$ cat src/rtl/addsub_serial_seq.sv
// Bit-serial add/subtract sequencer. One full-adder cell is reused for WIDTH
// cycles, LSB first. A start/done handshake accepts operands. The result,
// carry-out and signed overflow are registered and held until the next op
// completes.

// Single full-adder cell: the only arithmetic in the datapath.
module addsub_serial_fa (
  input  logic a_i,
  input  logic b_i,
  input  logic c_i,
  output logic s_o,
  output logic c_o
);
  assign s_o = a_i ^ b_i ^ c_i;
  assign c_o = (a_i & b_i) | (a_i & c_i) | (b_i & c_i);
endmodule

module addsub_serial_seq #(
  parameter int WIDTH = 4
) (
  input  logic             clk_i,
  input  logic             rst_i,
  input  logic             start_i,
  input  logic             sub_i,
  input  logic [WIDTH-1:0] a_i,
  input  logic [WIDTH-1:0] b_i,
  output logic             busy_o,
  output logic             done_o,
  output logic [WIDTH-1:0] result_o,
  output logic             cout_o,
  output logic             ovf_o
);

  localparam int CW = $clog2(WIDTH);

  // The last bit index finishes the op. The one before it yields the carry
  // into the MSB, which is needed for signed overflow.
  localparam logic [CW-1:0] CNT_LAST = CW'(WIDTH - 1);
  localparam logic [CW-1:0] CNT_PEN  = CW'(WIDTH - 2);

  localparam logic [1:0] S_IDLE = 2'd0;
  localparam logic [1:0] S_RUN  = 2'd1;
  localparam logic [1:0] S_DONE = 2'd2;

  logic [1:0]       state_q,  state_d;
  logic [WIDTH-1:0] a_sh_q,   a_sh_d;
  logic [WIDTH-1:0] b_sh_q,   b_sh_d;
  logic [WIDTH-1:0] acc_q,    acc_d;
  logic [CW-1:0]    cnt_q,    cnt_d;
  logic             carry_q,  carry_d;
  logic             cmsb_q,   cmsb_d;
  logic [WIDTH-1:0] result_q, result_d;
  logic             cout_q,   cout_d;
  logic             ovf_q,    ovf_d;

  logic fa_s, fa_c;

  // B is inverted on entry for subtraction, so the cell always adds. Its
  // carry-in is seeded with sub to complete the two's complement.
  addsub_serial_fa u_fa (
    .a_i (a_sh_q[0]),
    .b_i (b_sh_q[0]),
    .c_i (carry_q),
    .s_o (fa_s),
    .c_o (fa_c)
  );

  // Next-state: accept in IDLE/DONE, one bit per cycle in RUN, retire on last bit.
  always_comb begin
    state_d  = state_q;
    a_sh_d   = a_sh_q;
    b_sh_d   = b_sh_q;
    acc_d    = acc_q;
    cnt_d    = cnt_q;
    carry_d  = carry_q;
    cmsb_d   = cmsb_q;
    result_d = result_q;
    cout_d   = cout_q;
    ovf_d    = ovf_q;
    case (state_q)
      S_IDLE, S_DONE: begin
        if (start_i) begin
          a_sh_d  = a_i;
          b_sh_d  = b_i ^ {WIDTH{sub_i}};
          acc_d   = '0;
          carry_d = sub_i;
          cmsb_d  = 1'b0;
          cnt_d   = '0;
          state_d = S_RUN;
        end else begin
          state_d = S_IDLE;
        end
      end
      S_RUN: begin
        a_sh_d  = a_sh_q >> 1;
        b_sh_d  = b_sh_q >> 1;
        acc_d   = {fa_s, acc_q[WIDTH-1:1]};
        carry_d = fa_c;
        cnt_d   = cnt_q + 1'b1;
        if (cnt_q == CNT_PEN) cmsb_d = fa_c;
        if (cnt_q == CNT_LAST) begin
          result_d = acc_d;
          cout_d   = fa_c;
          ovf_d    = cmsb_q ^ fa_c;
          state_d  = S_DONE;
        end
      end
      default: state_d = S_IDLE;
    endcase
  end

  // State and datapath registers; reset abandons any in-flight op.
  always_ff @(posedge clk_i or posedge rst_i) begin
    if (rst_i) begin
      state_q  <= S_IDLE;
      a_sh_q   <= '0;
      b_sh_q   <= '0;
      acc_q    <= '0;
      cnt_q    <= '0;
      carry_q  <= 1'b0;
      cmsb_q   <= 1'b0;
      result_q <= '0;
      cout_q   <= 1'b0;
      ovf_q    <= 1'b0;
    end else begin
      state_q  <= state_d;
      a_sh_q   <= a_sh_d;
      b_sh_q   <= b_sh_d;
      acc_q    <= acc_d;
      cnt_q    <= cnt_d;
      carry_q  <= carry_d;
      cmsb_q   <= cmsb_d;
      result_q <= result_d;
      cout_q   <= cout_d;
      ovf_q    <= ovf_d;
    end
  end

  assign busy_o   = (state_q == S_RUN);
  assign done_o   = (state_q == S_DONE);
  assign result_o = result_q;
  assign cout_o   = cout_q;
  assign ovf_o    = ovf_q;

endmodule

$ cat config.mk
export PLATFORM = sky130hd
export DESIGN_NAME = addsub_serial_seq
export DESIGN_NICKNAME = d
export VERILOG_FILES = /design/src/rtl/addsub_serial_seq.sv
export SDC_FILE = /design/constraint.sdc
export NUM_CORES = 1
export LEC_CHECK = 0
export ABC_AREA = 0
export BUFFER_PORTS_ARGS = -buffer_cell sky130_fd_sc_hd__buf_2
export CAP_MARGIN = 25
export CORE_ASPECT_RATIO = 0.9
export CORE_MARGIN = 2
export CORE_UTILIZATION = 45
export CTS_CLUSTER_SIZE = 8
export DETAILED_ROUTE_END_ITERATION = 10
export PLACE_DENSITY_LB_ADDON = 0.1
export REMOVE_ABC_BUFFERS = 1
export SKIP_CTS_REPAIR_TIMING = 1
export SLEW_MARGIN = 20
export SYNTH_ARGS = -nofsm -noshare
export SYNTH_HDL_FRONTEND = slang
export SYNTH_HIERARCHICAL = 1
export SYNTH_SLANG_ARGS = --single-unit
$ cat constraint.sdc
create_clock -name clk_i -period 1.3 [get_ports clk_i]
set_input_delay 0.13 -clock clk_i [delete_from_list [all_inputs] [get_ports clk_i]]
set_output_delay 0.13 -clock clk_i [all_outputs]
set_load 0.02 [all_outputs]
==> impl_results.md, run 1 <==
- Status: finished clean
- Peak VDD IR: 1092 µV
- Worst r2r src: carry_q$_DFFE_PP0P_
- Post-route clock skew: 0.009343 ns
- Clock buffer count from CTS: 3
- Lkg Pwr: 0.6509 nW
- Cell area power density: 2437 nW/µm²
- Max-cap viol count: 0
- Ys Warns: 6
- WP data arrival: 1.50 ns
- Tmin final: 1.295 ns
- Commonest non-fill, non-tap cell in the layout: dfrtp_1
- Power consumption: 3.141 mW
- All-Layer GR Usage: 17.48%
- I/O Pins: 20
- Largest net degree at the start of global routing: 24
- GP Congestion: 0.7178
- Slew Limit Fails: 0
- Pre-Repair DR Iteration Count: 4
- Worst slew pin tran: 0.2859 ns
- Wirelength, routed: 1.924 mm
- Root buf cell: clkbuf_4
- Initial Util: 47.57%
- Nets@finish: 130
- Dpl ws: -0.06360 ns
- Sink Count: 23
- Vias per cell: 5.043
- Post-DP HPWL: 1.363 mm
- Most frequent cells in the layout: dfrtp_1 (22), buf_2 (17), buf_4 (11)
- Area leader, netlist: dfrtp_1
- Seq/Total Area, Yosys: 55.96%
- Critical register-to-register path endpoint: cmsb_q$_DFFE_PP0P_
- CP max FO: 4
- FF+latch area: 576.8 µm²
- Latest clock arrival within the worst-skew pair: 0.31 ns
- Vias in the first global route: 714
- Layout cells sized above 1: 41.23%
- Clk buf depth: 2
- Placed Area: 1177 µm²
- Antenna viol nets, final: 0
- CTS tree: built
- Setup crit start: carry_q$_DFFE_PP0P_
- First-pass GRT wire length: 3.332 mm
- Cell count after synthesis: 83
- DR WL/cell: 13.65 µm
- Startpoint Class: flop
- Max_slew headroom: 80.94%
- Fill count: 195
- Synth Cell Area: 1028 µm²
- Fin crit share: 99.64%
- Min-Delay Endpoint: a_sh_q[1]$_DFFE_PP0P_
- H-tree Lvls: 1
- DR vias: 711
- Die width: 54.40 µm
- Hold_sp: a_i[1]
- Final Hold Violating Endpoints: 0
- Number of core rows: 16
- Post-synth cell types: 27
- Register bit count reported by yosys: 23
- DIE HEIGHT: 49.36 µm
- Port Buf Inserts: 19
- Initial antenna violation count: 0
- Synthesis-to-finish area growth: 25.30%
- Top post-synthesis cells by area: dfrtp_1 (56%), mux2_2 (5.5%), a22o_1 (4.3%)
- Core Area: 2162 µm²
- WS Path Type: reg -> reg
- Worst Setup End Kind: flop
- GR Overflow Total: 0
- RSZ-0062 raised after global routing: yes
- WP data required: 1.51 ns
- Setup violations, final: 0
- Remaining DRCs: 0
- Clock transition at the registers of the reported paths: 0.12 ns
- Multi-input gate area: 419.2 µm²
- Reg-to-reg setup timing slack: 0.005 ns
- Worst r2r path cells: 3
- Design area: 1289 µm²
- FMAX: 772.0 MHz
- Worst Hold Depth: 3
- Worst path setup slack after routing: 0.004699 ns
- DIE AREA: 2685 µm²
- Mean post-synth cell area: 12.39 µm²
- Worst Hold Class: in -> reg
- Diodes inserted: 0
- DRT iter0 DRCs: 10
- Top cell type's share of synthesized area: 55.96%
synthesized netlist by cell type (all sizes together):
cell	number
mux2	5
a22o	5
xnor2	4
ha	2
nor2	4
nand3	5
o2bb2ai	1
nor2b	2
o21ai	3
dfrtp	23
nand3b	1
a221o	3
fa	1
inv	4
a31o	1
nand2b	2
and3	1
xor2	1
clkbuf	1
buf	4
a22oi	4
nand2	6
per-stage QoR:
stage	util, %	TNS [ns]	hold slack, ns	instances
CTS	55.73	-0.3573	-0.1651	136
global route	59.61	-0.2608	0.02581	141
detailed placement	54.46	-0.06360	0.1851	132
global placement	54.46	-0.01205	0.1820	132
finish	59.61	0	0.03222	141
floorplan	-	0	0.1319	78
registers in the layout, summed over array words and instances, names as in the netlist:
signal,cells
ovf_o,1
cout_o,1
a_sh_q,4
cnt_q,2
cmsb_q,1
state_q,2
carry_q,1
acc_q,3
result_o,4
b_sh_q,4
worst max path at each step:
stage | to | slack, ns | cells past startpoint
floorplan | b_sh_q[1]$_DFFE_PP0P_ | 0.007 | 3
global placement | cmsb_q$_DFFE_PP0P_ | -0.01 | 3
detailed placement | cmsb_q$_DFFE_PP0P_ | -0.06 | 3
CTS | busy_o | -0.19 | 4
global route | busy_o | -0.05 | 4
finish | cmsb_q$_DFFE_PP0P_ | 0.005 | 3
metal layers:
layer	vias to the layer above	GRT usage [%]	share of wire (%)
met5	-	0	0
met4	0	7.500	1.5
met3	4	3.681	4.9
met2	20	25.50	46
met1	333	24.80	48
li1	354	-	-
power breakdown:
group	total [mW]	leakage, nW	internal [mW]	switching, mW
logic	1.59	0.342	0.812	0.773
registers	1.23	0.291	1.03	0.201
clock network	0.327	0.0177	0.115	0.212
final cells by class:
cell class / instances / area share, %
inverter: 4 / 1.553
tap: 27 / 2.621
clock inverter: 1 / 0.3883
timing repair buffer: 32 / 16.41
sequential: 23 / 44.76
multi-input combinational: 51 / 32.52
clock buffer: 3 / 1.748
cells by family after synthesis:
logic type,synth area share [%]
AOI/OAI and AO/OA,13.26
buffers and inverters,5.839
adders and majority gates,4.379
xor gates and xnor gates,4.258
and+or+nand+nor,10.83
DFF,55.96
muxes,5.474
critical path, cell delays in order (launching register included):
cell,delay (ns)
dfrtp_1,0.42
fa_2,0.44
and3_4,0.17
a31o_1,0.17
Power figures use the tool's default switching activity.
==> inputs of run 2 (changes only) <==
==> constraint.sdc (replaced) <==
create_clock -name clk_i -period 1.3 [get_ports clk_i]
set_input_delay 0.065 -clock clk_i [delete_from_list [all_inputs] [get_ports clk_i]]
set_output_delay 0.065 -clock clk_i [all_outputs]
set_load 0.02 [all_outputs]
==> run 2 against run 1 <==
Compared with the run above:
- hold slack gained 0.039 ns
- count of clock-buffer cells in the layout is the same
- largest power group unchanged
- routed wire length grew 5.1%
- largest cell class unchanged
- sequential power is essentially flat
- first-iteration DRC count shrank 30%
- critical endpoint unchanged
- clock skew shrank 0.0032 ns
- critical path depth is the same
- sequential share of layout area shrank 1.6 points
- cell area grew 3.6%
==> impl_results.md, run 2 (synthesis results as in run 1) <==
- Finished Core Util: 61.75% (was 59.61%)
- Tmin final: 1.297 ns (was 1.295 ns)
- Clock transition at the registers of the reported paths: 0.12 ns (about the same)
- GP Congestion: 0.7178 (unchanged)
- Worst Hold Class: in -> reg (unchanged)
- I/O Pins: 20 (unchanged)
- Core Area: 2162 µm² (unchanged)
- All-Layer GR Usage: 17.48% (unchanged)
- Wirelength, routed: 2.023 mm (was 1.924 mm)
- H-tree Lvls: 1 (unchanged)
- Initial antenna violation count: 0 (unchanged)
- Setup violations, final: 0 (unchanged)
- WP data required: 1.51 ns (about the same)
- Slew Limit Fails: 0 (unchanged)
- RSZ-0062 raised after global routing: yes (unchanged)
- Synthesis-to-finish area growth: 29.81% (was 25.30%)
- Design area: 1335 µm² (was 1289 µm²)
- Port Buf Inserts: 19 (unchanged)
- Placed Area: 1177 µm² (unchanged)
- Cell area power density: 2391 nW/µm² (was 2437 nW/µm²)
- FF+latch area: 576.8 µm² (unchanged)
- Lkg Pwr: 0.6710 nW (was 0.6509 nW)
- GR Overflow Total: 0 (unchanged)
- Status: finished clean (unchanged)
- Multi-input gate area: 427.9 µm² (was 419.2 µm²)
- Remaining DRCs: 0 (unchanged)
- CP max FO: 4 (unchanged)
- WP data arrival: 1.51 ns (was 1.50 ns)
- Startpoint Class: flop (unchanged)
- Antenna viol nets, final: 0 (unchanged)
- FMAX: 771.3 MHz (was 772.0 MHz)
- DR WL/cell: 13.86 µm (was 13.65 µm)
- DIE HEIGHT: 49.36 µm (unchanged)
- Initial Util: 47.57% (unchanged)
- Latest clock arrival within the worst-skew pair: 0.31 ns (about the same)
- Die width: 54.40 µm (unchanged)
- Number of core rows: 16 (unchanged)
- Sink Count: 23 (unchanged)
- Max-cap viol count: 0 (unchanged)
- Commonest non-fill, non-tap cell in the layout: dfrtp_1 (unchanged)
- DIE AREA: 2685 µm² (unchanged)
- Diodes inserted: 0 (unchanged)
- Post-DP HPWL: 1.363 mm (unchanged)
- Max_slew headroom: 80.93% (was 80.94%)
- Nets@finish: 135 (was 130)
- Clock buffer count from CTS: 3 (unchanged)
- Pre-Repair DR Iteration Count: 4 (unchanged)
- Power consumption: 3.192 mW (was 3.141 mW)
- WS Path Type: reg -> reg (unchanged)
- Root buf cell: clkbuf_4 (unchanged)
- Layout cells sized above 1: 41.18% (was 41.23%)
- Most frequent cells in the layout: dfrtp_1 (22), buf_2 (18), buf_4 (10) (was dfrtp_1 (22), buf_2 (17), buf_4 (11))
- Worst Setup End Kind: flop (unchanged)
- Hold slack: 0.07157 ns (was 0.03222 ns)
- Largest net degree at the start of global routing: 24 (unchanged)
- Fin crit share: 99.74% (was 99.64%)
- Clk buf depth: 2 (unchanged)
- Final Hold Violating Endpoints: 0 (unchanged)
- CTS tree: built (unchanged)
- DRT iter0 DRCs: 7 (was 10)
- Vias per cell: 5.158 (was 5.043)
- Worst slew pin tran: 0.2860 ns (was 0.2859 ns)
- Vias in the first global route: 714 (unchanged)
- Peak VDD IR: 1079 µV (was 1092 µV)
- Fill count: 192 (was 195)
- First-pass GRT wire length: 3.332 mm (unchanged)
- Post-route clock skew: 0.006096 ns (was 0.009343 ns)
- DR vias: 753 (was 711)
## run 2: critical path, cell delays in order, from the launching register on
cell     delay (ns)
dfrtp_1        0.42
fa_2           0.44
and3_4         0.17
a31o_1         0.17
## run 2: power by group
group	internal (mW)	switching (mW)
registers	1.03	0.204
logic	0.829	0.802
clock network	0.115	0.214
total	1.97	1.22
## run 2: worst paths after layout
check                                          from                      to  slack [ns]  cells after the start
worst max register to register  carry_q$_DFFE_PP0P_      cmsb_q$_DFFE_PP0P_       0.003                      3
max in group asynchronous                     rst_i  state_q[0]$_DFFE_PP0P_        0.74                      4
worst max-delay path            carry_q$_DFFE_PP0P_      cmsb_q$_DFFE_PP0P_       0.003                      3
min in group asynchronous                     rst_i    cnt_q[0]$_DFFE_PP0P_        0.32                      4
worst min-delay path                          sub_i     carry_q$_DFFE_PP0P_        0.07                      3
worst min register to register    ovf_o$_DFFE_PP0P_       ovf_o$_DFFE_PP0P_        0.50                      2
## run 2: layout make-up
class | instances | area share (%)
clock buffers | 3 | 1.687
clock inverters | 1 | 0.3749
repair buffers | 36 | 18.65
inverters | 4 | 1.500
multi-input cells | 52 | 32.05
flip-flops and latches | 23 | 43.21
well taps | 27 | 2.530
## run 2: per-stage QoR
stage | cells | TNS (ns) | setup slack, ns
after floorplan | 78 | 0 | 0.006991
after global placement | 132 | -0.01205 | -0.01205
after detailed placement | 132 | -0.06360 | -0.06360
after CTS | 136 | -0.2923 | -0.1232
after global routing | 146 | -0.03523 | -0.02114
final | 146 | 0 | 0.003407
## run 2: metal layers
layer	wire length [µm]	global-route usage, %	up-vias
met4	35	7.500	0
met1	922	24.80	364
met2	970	25.50	19
met3	94	3.681	5
li1	-	-	365
met5	0	0	-
